===== src/rtl/countdown_share_arbiter.sv =====
// Round-robin arbiter that lends one shared down counter to NREQ timer clients.
// The winner's load value is captured at grant, counted down on tick, and completion is pulsed back.
module countdown_share_arbiter #(
    parameter int WIDTH = 4,
    parameter int NREQ  = 4
) (
    input  logic                  clk,
    input  logic                  rst,
    input  logic [NREQ-1:0]       req,
    input  logic [NREQ*WIDTH-1:0] load_val,
    input  logic                  tick,
    output logic [NREQ-1:0]       gnt,
    output logic [NREQ-1:0]       done,
    output logic                  busy,
    output logic [WIDTH-1:0]      count,
    output logic                  abort
);

    localparam int LW = (NREQ > 1) ? $clog2(NREQ) : 1;

    typedef enum logic [1:0] {
        ST_IDLE,
        ST_COUNT,
        ST_DONE
    } state_t;

    state_t           r_state, w_state_next;
    logic [NREQ-1:0]  r_gnt, w_gnt_next;
    logic [NREQ-1:0]  r_done, w_done_next;
    logic [WIDTH-1:0] r_count, w_count_next;
    logic             r_abort, w_abort_next;
    logic [LW-1:0]    r_last, w_last_next;

    logic [WIDTH-1:0] w_load [NREQ];
    logic             w_pick_valid;
    logic [LW-1:0]    w_pick_idx;
    int               w_cand;

    generate
        for (genvar gi = 0; gi < NREQ; gi++) begin : g_load
            assign w_load[gi] = load_val[gi*WIDTH +: WIDTH];
        end
    endgenerate

    // Scan from the farthest candidate back to last+1 so the nearest set bit wins.
    always_comb begin
        w_pick_valid = 1'b0;
        w_pick_idx   = '0;
        w_cand       = 0;
        for (int k = NREQ; k >= 1; k--) begin
            w_cand = int'(r_last) + k;
            if (w_cand >= NREQ) begin
                w_cand = w_cand - NREQ;
            end
            if (req[w_cand[LW-1:0]]) begin
                w_pick_valid = 1'b1;
                w_pick_idx   = w_cand[LW-1:0];
            end
        end
    end

    always_comb begin
        w_state_next = r_state;
        w_gnt_next   = r_gnt;
        w_done_next  = '0;
        w_count_next = r_count;
        w_abort_next = 1'b0;
        w_last_next  = r_last;
        case (r_state)
            ST_IDLE: begin
                w_gnt_next = '0;
                if (w_pick_valid) begin
                    w_gnt_next[w_pick_idx] = 1'b1;
                    w_last_next            = w_pick_idx;
                    w_count_next           = w_load[w_pick_idx];
                    if (w_load[w_pick_idx] == '0) begin
                        w_state_next            = ST_DONE;
                        w_done_next[w_pick_idx] = 1'b1;
                    end else begin
                        w_state_next = ST_COUNT;
                    end
                end
            end
            ST_COUNT: begin
                // A withdrawn request takes precedence over a tick on the same edge.
                if ((req & r_gnt) == '0) begin
                    w_state_next = ST_IDLE;
                    w_gnt_next   = '0;
                    w_count_next = '0;
                    w_abort_next = 1'b1;
                end else if (tick && (r_count != '0)) begin
                    w_count_next = r_count - 1'b1;
                    if (r_count == WIDTH'(1)) begin
                        w_state_next = ST_DONE;
                        w_done_next  = r_gnt;
                    end
                end
            end
            ST_DONE: begin
                w_state_next = ST_IDLE;
                w_gnt_next   = '0;
            end
            default: begin
                w_state_next = ST_IDLE;
                w_gnt_next   = '0;
                w_count_next = '0;
            end
        endcase
    end

    always_ff @(posedge clk or negedge rst) begin
        if (!rst) begin
            r_state <= ST_IDLE;
            r_gnt   <= '0;
            r_done  <= '0;
            r_count <= '0;
            r_abort <= 1'b0;
            r_last  <= LW'(NREQ - 1);
        end else begin
            r_state <= w_state_next;
            r_gnt   <= w_gnt_next;
            r_done  <= w_done_next;
            r_count <= w_count_next;
            r_abort <= w_abort_next;
            r_last  <= w_last_next;
        end
    end

    assign gnt   = r_gnt;
    assign done  = r_done;
    assign count = r_count;
    assign abort = r_abort;
    assign busy  = (r_state != ST_IDLE);

endmodule


===== config.mk =====
export PLATFORM = sky130hd
export DESIGN_NAME = countdown_share_arbiter
export DESIGN_NICKNAME = d
export VERILOG_FILES = /design/src/rtl/countdown_share_arbiter.sv
export SDC_FILE = /design/constraint.sdc
export NUM_CORES = 1
export LEC_CHECK = 0
export ABC_AREA = 1
export BUFFER_PORTS_ARGS = -buffer_cell sky130_fd_sc_hd__buf_2
export CORE_ASPECT_RATIO = 1.25
export CORE_MARGIN = 2
export CORE_UTILIZATION = 45
export DETAILED_ROUTE_END_ITERATION = 6
export HOLD_SLACK_MARGIN = 0.12
export PLACE_DENSITY = 0.76
export SETUP_SLACK_MARGIN = 0.5
export SLEW_MARGIN = 15
export SYNTH_ARGS = -nofsm -noshare
export SYNTH_HDL_FRONTEND = slang
export SYNTH_SLANG_ARGS = --single-unit

===== constraint.sdc =====
create_clock -name clk -period 2.2 [get_ports clk]
set_input_delay 0.44 -clock clk [delete_from_list [all_inputs] [get_ports clk]]
set_output_delay 0.44 -clock clk [all_outputs]
set_load 0.1 [all_outputs]

* Yosys cells after proc, flatten, opt, wreduce, memory -nomap -nowiden
Index checks and enable logic that the tools add are counted.
Word-level totals: word-level logic and storage cells 92, bits of input ports 23, register bits 17, output and inout bits 14
Cells by class: bitwise gates (word level) 3, reductions and logical operators 10, equality and inequality tests 7, $add $sub $neg 9, magnitude comparators 11, mux-type cells 46
Operator list (number):
- 4-bit two-way mux | 12
- 2-bit two-way mux | 13
- 4-bit one-hot mux with 2 select lines | 2
- 2-bit by 3-bit < comparator with 1-bit output, second input constant | 5
- 3-bit >= comparator, second input constant | 4
- 4-bit one-hot mux with 3 select lines | 1
- 1-bit two-way mux | 11
- 1-bit binary-select mux with 2-bit select | 4
- 4-bit binary-select mux with 2-bit select | 1
- 4-bit logical NOT | 2
- 2-bit by 1-bit subtractor with 2-bit output, second input constant | 4
- 2-bit by 2-bit adder with 3-bit output, second input constant | 2
- 3-bit != test, second input constant | 2
- 3-bit AND reduction | 2
- 2-bit by 3-bit adder with 4-bit output, second input constant | 1
- 4-bit AND | 1
- 4-bit by 1-bit equality test with 1-bit output, second input constant | 1
- 4-bit by 3-bit >= comparator with 1-bit output, second input constant | 1
- 2-bit != test, second input constant | 2
- 2-bit one-hot mux with 2 select lines | 1
- 4-bit nonzero test | 1
- 4-bit by 1-bit subtractor with 4-bit output, second input constant | 1
- 2-bit by 1-bit adder with 3-bit output, second input constant | 1
- 2-bit NOT with 3-bit output | 1
- 9 further kinds | 10

* Depth between registers and ports, before layout
depth in word-level cells 17, depth in mapped cells 18, depth with buffers taken out 18

* Worst setup path after synthesis
Ideal clock, no wire load.
kind reg2reg, start reg r_gnt[2], in the netlist gnt[2], end reg r_count[1], in the netlist count[1], data required time 2079 ps, library setup time 121 ps, arrival time 2107 ps, period minus slack after synthesis 2228 ps, setup slack -28 ps, cell stages (with the launch flop) 10, buffers on the path 0, cells stage by stage dfrtp_1 > inv_1 > o22ai_1 > nor2_1 > nor2_4 > inv_1 > o21ai_1 > nor2_1 > o21ai_1 > nand2_1
On the way: word-level cells in the longest chain between the ends 4, elaborated cells on any way between the ends 6, those cells by class eq/ne (1); mux (2); bitwise (1); reduce/logical (2)
Ends and longest elaborated chain:
- from (decl) | line 28 | logic [NREQ-1:0] r_gnt, w_gnt_next;
- from (signal assigned) | line 121 | r_gnt <= w_gnt_next;
- 4-bit AND * | line 86 | if ((req & r_gnt) == '0) begin
- 4-bit logical NOT * | line 86
- 3-bit != test (no line) / 4-bit two-way mux (equally long branches)
- 3-bit AND reduction (no line) / 4-bit one-hot mux with 3 select lines (equally long branches)
- to (signal assigned) | line 123 | r_count <= w_count_next;
- to (decl) | line 30 | logic [WIDTH-1:0] r_count, w_count_next;
Mark *: on every way between the ends. The rest lies on a longest branch, timed or not. A chain may end at the register's enable or synchronous reset.

* Final worst setup path
start reg r_last[0], end reg r_done[0], in the netlist done[0]
On the way: word-level cells in the longest chain between the ends 17, elaborated cells on any way between the ends 45, those cells by class add/sub (8); order compare (6); mux (28); bitwise (1); reduce/logical (2)
Ends and longest elaborated chain:
- from (decl) | line 32 | logic [LW-1:0] r_last, w_last_next;
- from (signal assigned) | line 118 | r_last <= LW'(NREQ - 1);
- from (signal assigned) | line 125 | r_last <= w_last_next;
- branches (longest 15 deep; another with 2-bit by 3-bit adder with 4-bit output)
- 4-bit two-way mux * | line 72 | if (w_pick_valid) begin
- 4-bit one-hot mux with 2 select lines * | line 69 | case (r_state)
- via w_done_next[0] | line 29 | logic [NREQ-1:0] r_done, w_done_next;
- to (signal assigned) | line 122 | r_done <= w_done_next;
- to (decl) | line 29
Mark *: on every way through the listed nets, which the timed path passes. The select of a mux whose other input is x is not followed.

==> impl_metrics.csv <==
group,metric,value,unit
final_layout,multi_input_comb_area,983,um2
floorplan,core_area,3170,um2
logic_synthesis,ys_types,29,
clock_tree,clockBufferDepth,2,
global_route,grt_pass1_vias,1399,
timing,timing.fmax,464,MHz
floorplan,ioPinCount,37,
critical_path,critical_path_class,"reg -> reg",
logic_synthesis,yosys.area_share.xor_xnor,1.19,%
detailed_routing,drtPass1Iterations,4,
clock_tree,numCtsBuffers,3,
final_layout,fill_cells,289,
global_route,grt_usage,19.5,%
floorplan,initial_utilization,46.6,%
final_layout,drive_above_1_share,42.5,%
floorplan,die_h,68.0,um
final_layout,fin_util,66.2,%
detailed_routing,final_antenna_net_count,0,
min_path,hp-class,"reg -> reg",
final_layout,postLayoutCellArea,2100,um2
timing,skew,1.80,ps
critical_path,crit_chain,"buf_12 -> inv_4 -> nand2_2 -> nand2_2 -> nand2_4 -> nand2_2 -> nand2_4 -> nand2_4 -> nand2_8 -> nand2_8 -> buf_6 -> buf_6 -> buf_4 -> nor2_2 -> nand2_1 -> inv_1 -> nand2_1 -> nand2_1",
timing,period_minus_slack,2160,ps
global_route,use_met2,37.2,%
floorplan,rows,23,
critical_path,slowest_stage,"dfstp_2",
final_layout,area_growth,42.0,%
logic_synthesis,yosys.area_share.simple,48.0,%
critical_path,cp-end-kind,"flop",
timing,rsz0062_at_grt,"true",
timing,hold_slack,523,ps
global_route,use_met3,2.08,%
critical_path,worstSetupStartpointType,"flop",
logic_synthesis,synth_fp_nets,258,
final_layout,regArea,453,um2
critical_path,cp_top_family,"simple AND/OR/NAND/NOR gates",
detailed_routing,wl,3910,um
critical_path,critPathMaxFanout,7,
clock_tree,clk_pin_slew,60,ps
critical_path,r2r_setup_slack,40,ps
detailed_routing,wl_per_cell,11.9,um
logic_synthesis,synthAdderAreaFrac,1.69,%
global_route,grt_use_met1,22.5,%
placement,finalWeightedCongestion,0.819,
critical_path,critPathRequiredTime,2390,ps
logic_synthesis,synthMuxAreaShare,0,%
clock_tree,cts_tree,"yes",
logic_synthesis,synth-compound-area-share,6.86,%
critical_path,critPathBufInv,6,
clock_tree,cts-root-buf,"clkbuf_8",
logic_synthesis,avgSynthCellArea,6.34,um2
timing,period_share,98.0,%
global_route,grt_pass1_wl,5940,um
global_route,grt_busiest_layer,"met2",
critical_path,critPathMaxStageDelay,560,ps
placement,io_buffers,36,
clock_tree,htreeDepth,1,
detailed_routing,remaining_drc_errors,0,
timing,hold_violations,0,
detailed_routing,drtIter0Drc,43,
placement,post-place-ws,40.9,ps
global_route,grt_overflow,0,
detailed_routing,via_per_inst,4.91,
final_layout,nets,318,
logic_synthesis,synthCells,233,
detailed_routing,vias,1615,
job,max_cap_viol_count,0,
clock_tree,cts_sinks,17,
placement,hpwl,2670,um
timing,setup_viol,0,
timing,drv_slew,0,
clock_tree,clock_latency,250,ps
timing,worst_slew_pin_slew,486,ps
timing,relSlewSlack,67.8,%
final_layout,antenna_cells,0,
logic_synthesis,yosysWarnings,0,
critical_path,cp.arrival,2350,ps
global_route,grt_max_degree,18,
logic_synthesis,ys_ff_latch,17,
run_status,outcome,"complete, no violations",
logic_synthesis,syn_area,1480,um2
floorplan,fp.dieArea,3760,um2
placement,placed_cell_area,1750,um2
logic_synthesis,synth_top_family_by_area,"simple AND/OR/NAND/NOR gates",
floorplan,dieWidth,55.2,um
timing,fin_ws,43.0,ps
logic_synthesis,seq_area_frac_synth,29.0,%
global_route,antenna_found_initial,0,
[Yosys cell counts (all sizes together)]
cell    count  area share (%)
a21oi       1            0.34
a31oi       1            0.42
buf         5             3.4
clkinv      1            0.25
dfrtp      15              25
dfstp       2             3.6
ha          2             1.7
inv        38             9.7
nand2     104              30
nand3      16             6.9
nand3b      4             2.0
nand4       4             1.7
nor2       19             6.0
nor3        1            0.34
nor3b       1            0.51
nor4        1            0.42
o21ai      11             4.0
o22ai       5             2.1
xor2        2             1.2
[cell type report]
cell class	count	share of cell area, %
multi-input combinational	172	46.9
clock buffer	4	2.15
tap	37	2.21
sequential	17	21.6
timing repair buffer	60	19.3
inverter	39	7.88
[state kept, by name, indices dropped and copies added, names as in the netlist]
register and flops:
r_last 2, count 4, gnt 4, done 4, abort 1, r_state 2
[final timing paths]
path,startpoint,end,cells past startpoint
setup / recovery,r_last[0],done[0],18
min in group asynchronous,rst,count[1],2
setup reg to reg,r_last[0],done[0],18
max in group asynchronous,rst,r_last[0],2
hold / removal,count[3],count[3],2
hold reg to reg,count[3],count[3],2
[worst register-to-register path: stages (launching register included)]
cell and delay [ps]:
dfstp_2 560, buf_12 120, inv_4 50, nand2_2 70
nand2_2 90, nand2_4 70, nand2_2 60, nand2_4 90
nand2_4 80, nand2_8 100, nand2_8 70, buf_6 130
buf_6 110, buf_4 150, nor2_2 70, nand2_1 80
inv_1 70, nand2_1 50, nand2_1 70
[metal layers]
layer / routed length, um / vias up
met5: 0 / -
met4: 97 / 0
met3: 153 / 8
met2: 2030 / 47
met1: 1630 / 725
li1: - / 835
[cell families (layout without fill, tap and decap cells)]
logic type / count (synthesis) / in the layout
buffers and inverters: 44 / 103
DFF: 17 / 17
and+or+nand+nor: 150 / 150
xor gates and xnor gates: 2 / 2
AOI/OAI and AO/OA: 18 / 18
adders and majority gates: 2 / 2
[metrics by stage]
step | instances | setup TNS (ps)
final | 329 | 0
after global routing | 329 | -428
after CTS | 318 | 0
after detailed placement | 308 | 0
after global placement | 308 | 0
after floorplan | 233 | 0
[placed cells by master, fill, tap and decap left out, types with 5 or more instances in the layout]
master   instances
nand3_2          6
nor2_1          13
dfrtp_1          7
buf_4           17
nand2_2         18
buf_2           35
inv_1           33
dfrtp_4          6
nand2_1         75
o22ai_1          5
buf_6            5
nand3_1          9
nand2_4          9
[repair_timing]
action | in CTS | in global routing
setup buffers | 5 | 10
gates resized for setup | 10 | 38
pin swaps | 1 | 22
setup endpoints to repair | 17 | 17
gates cloned | 0 | 1
hold buffers | 1 | 0
hold endpoints to repair | 15 | 0
Power is not shown: default switching activity piles up to over one toggle a cycle in this logic, so the estimate is an artifact.
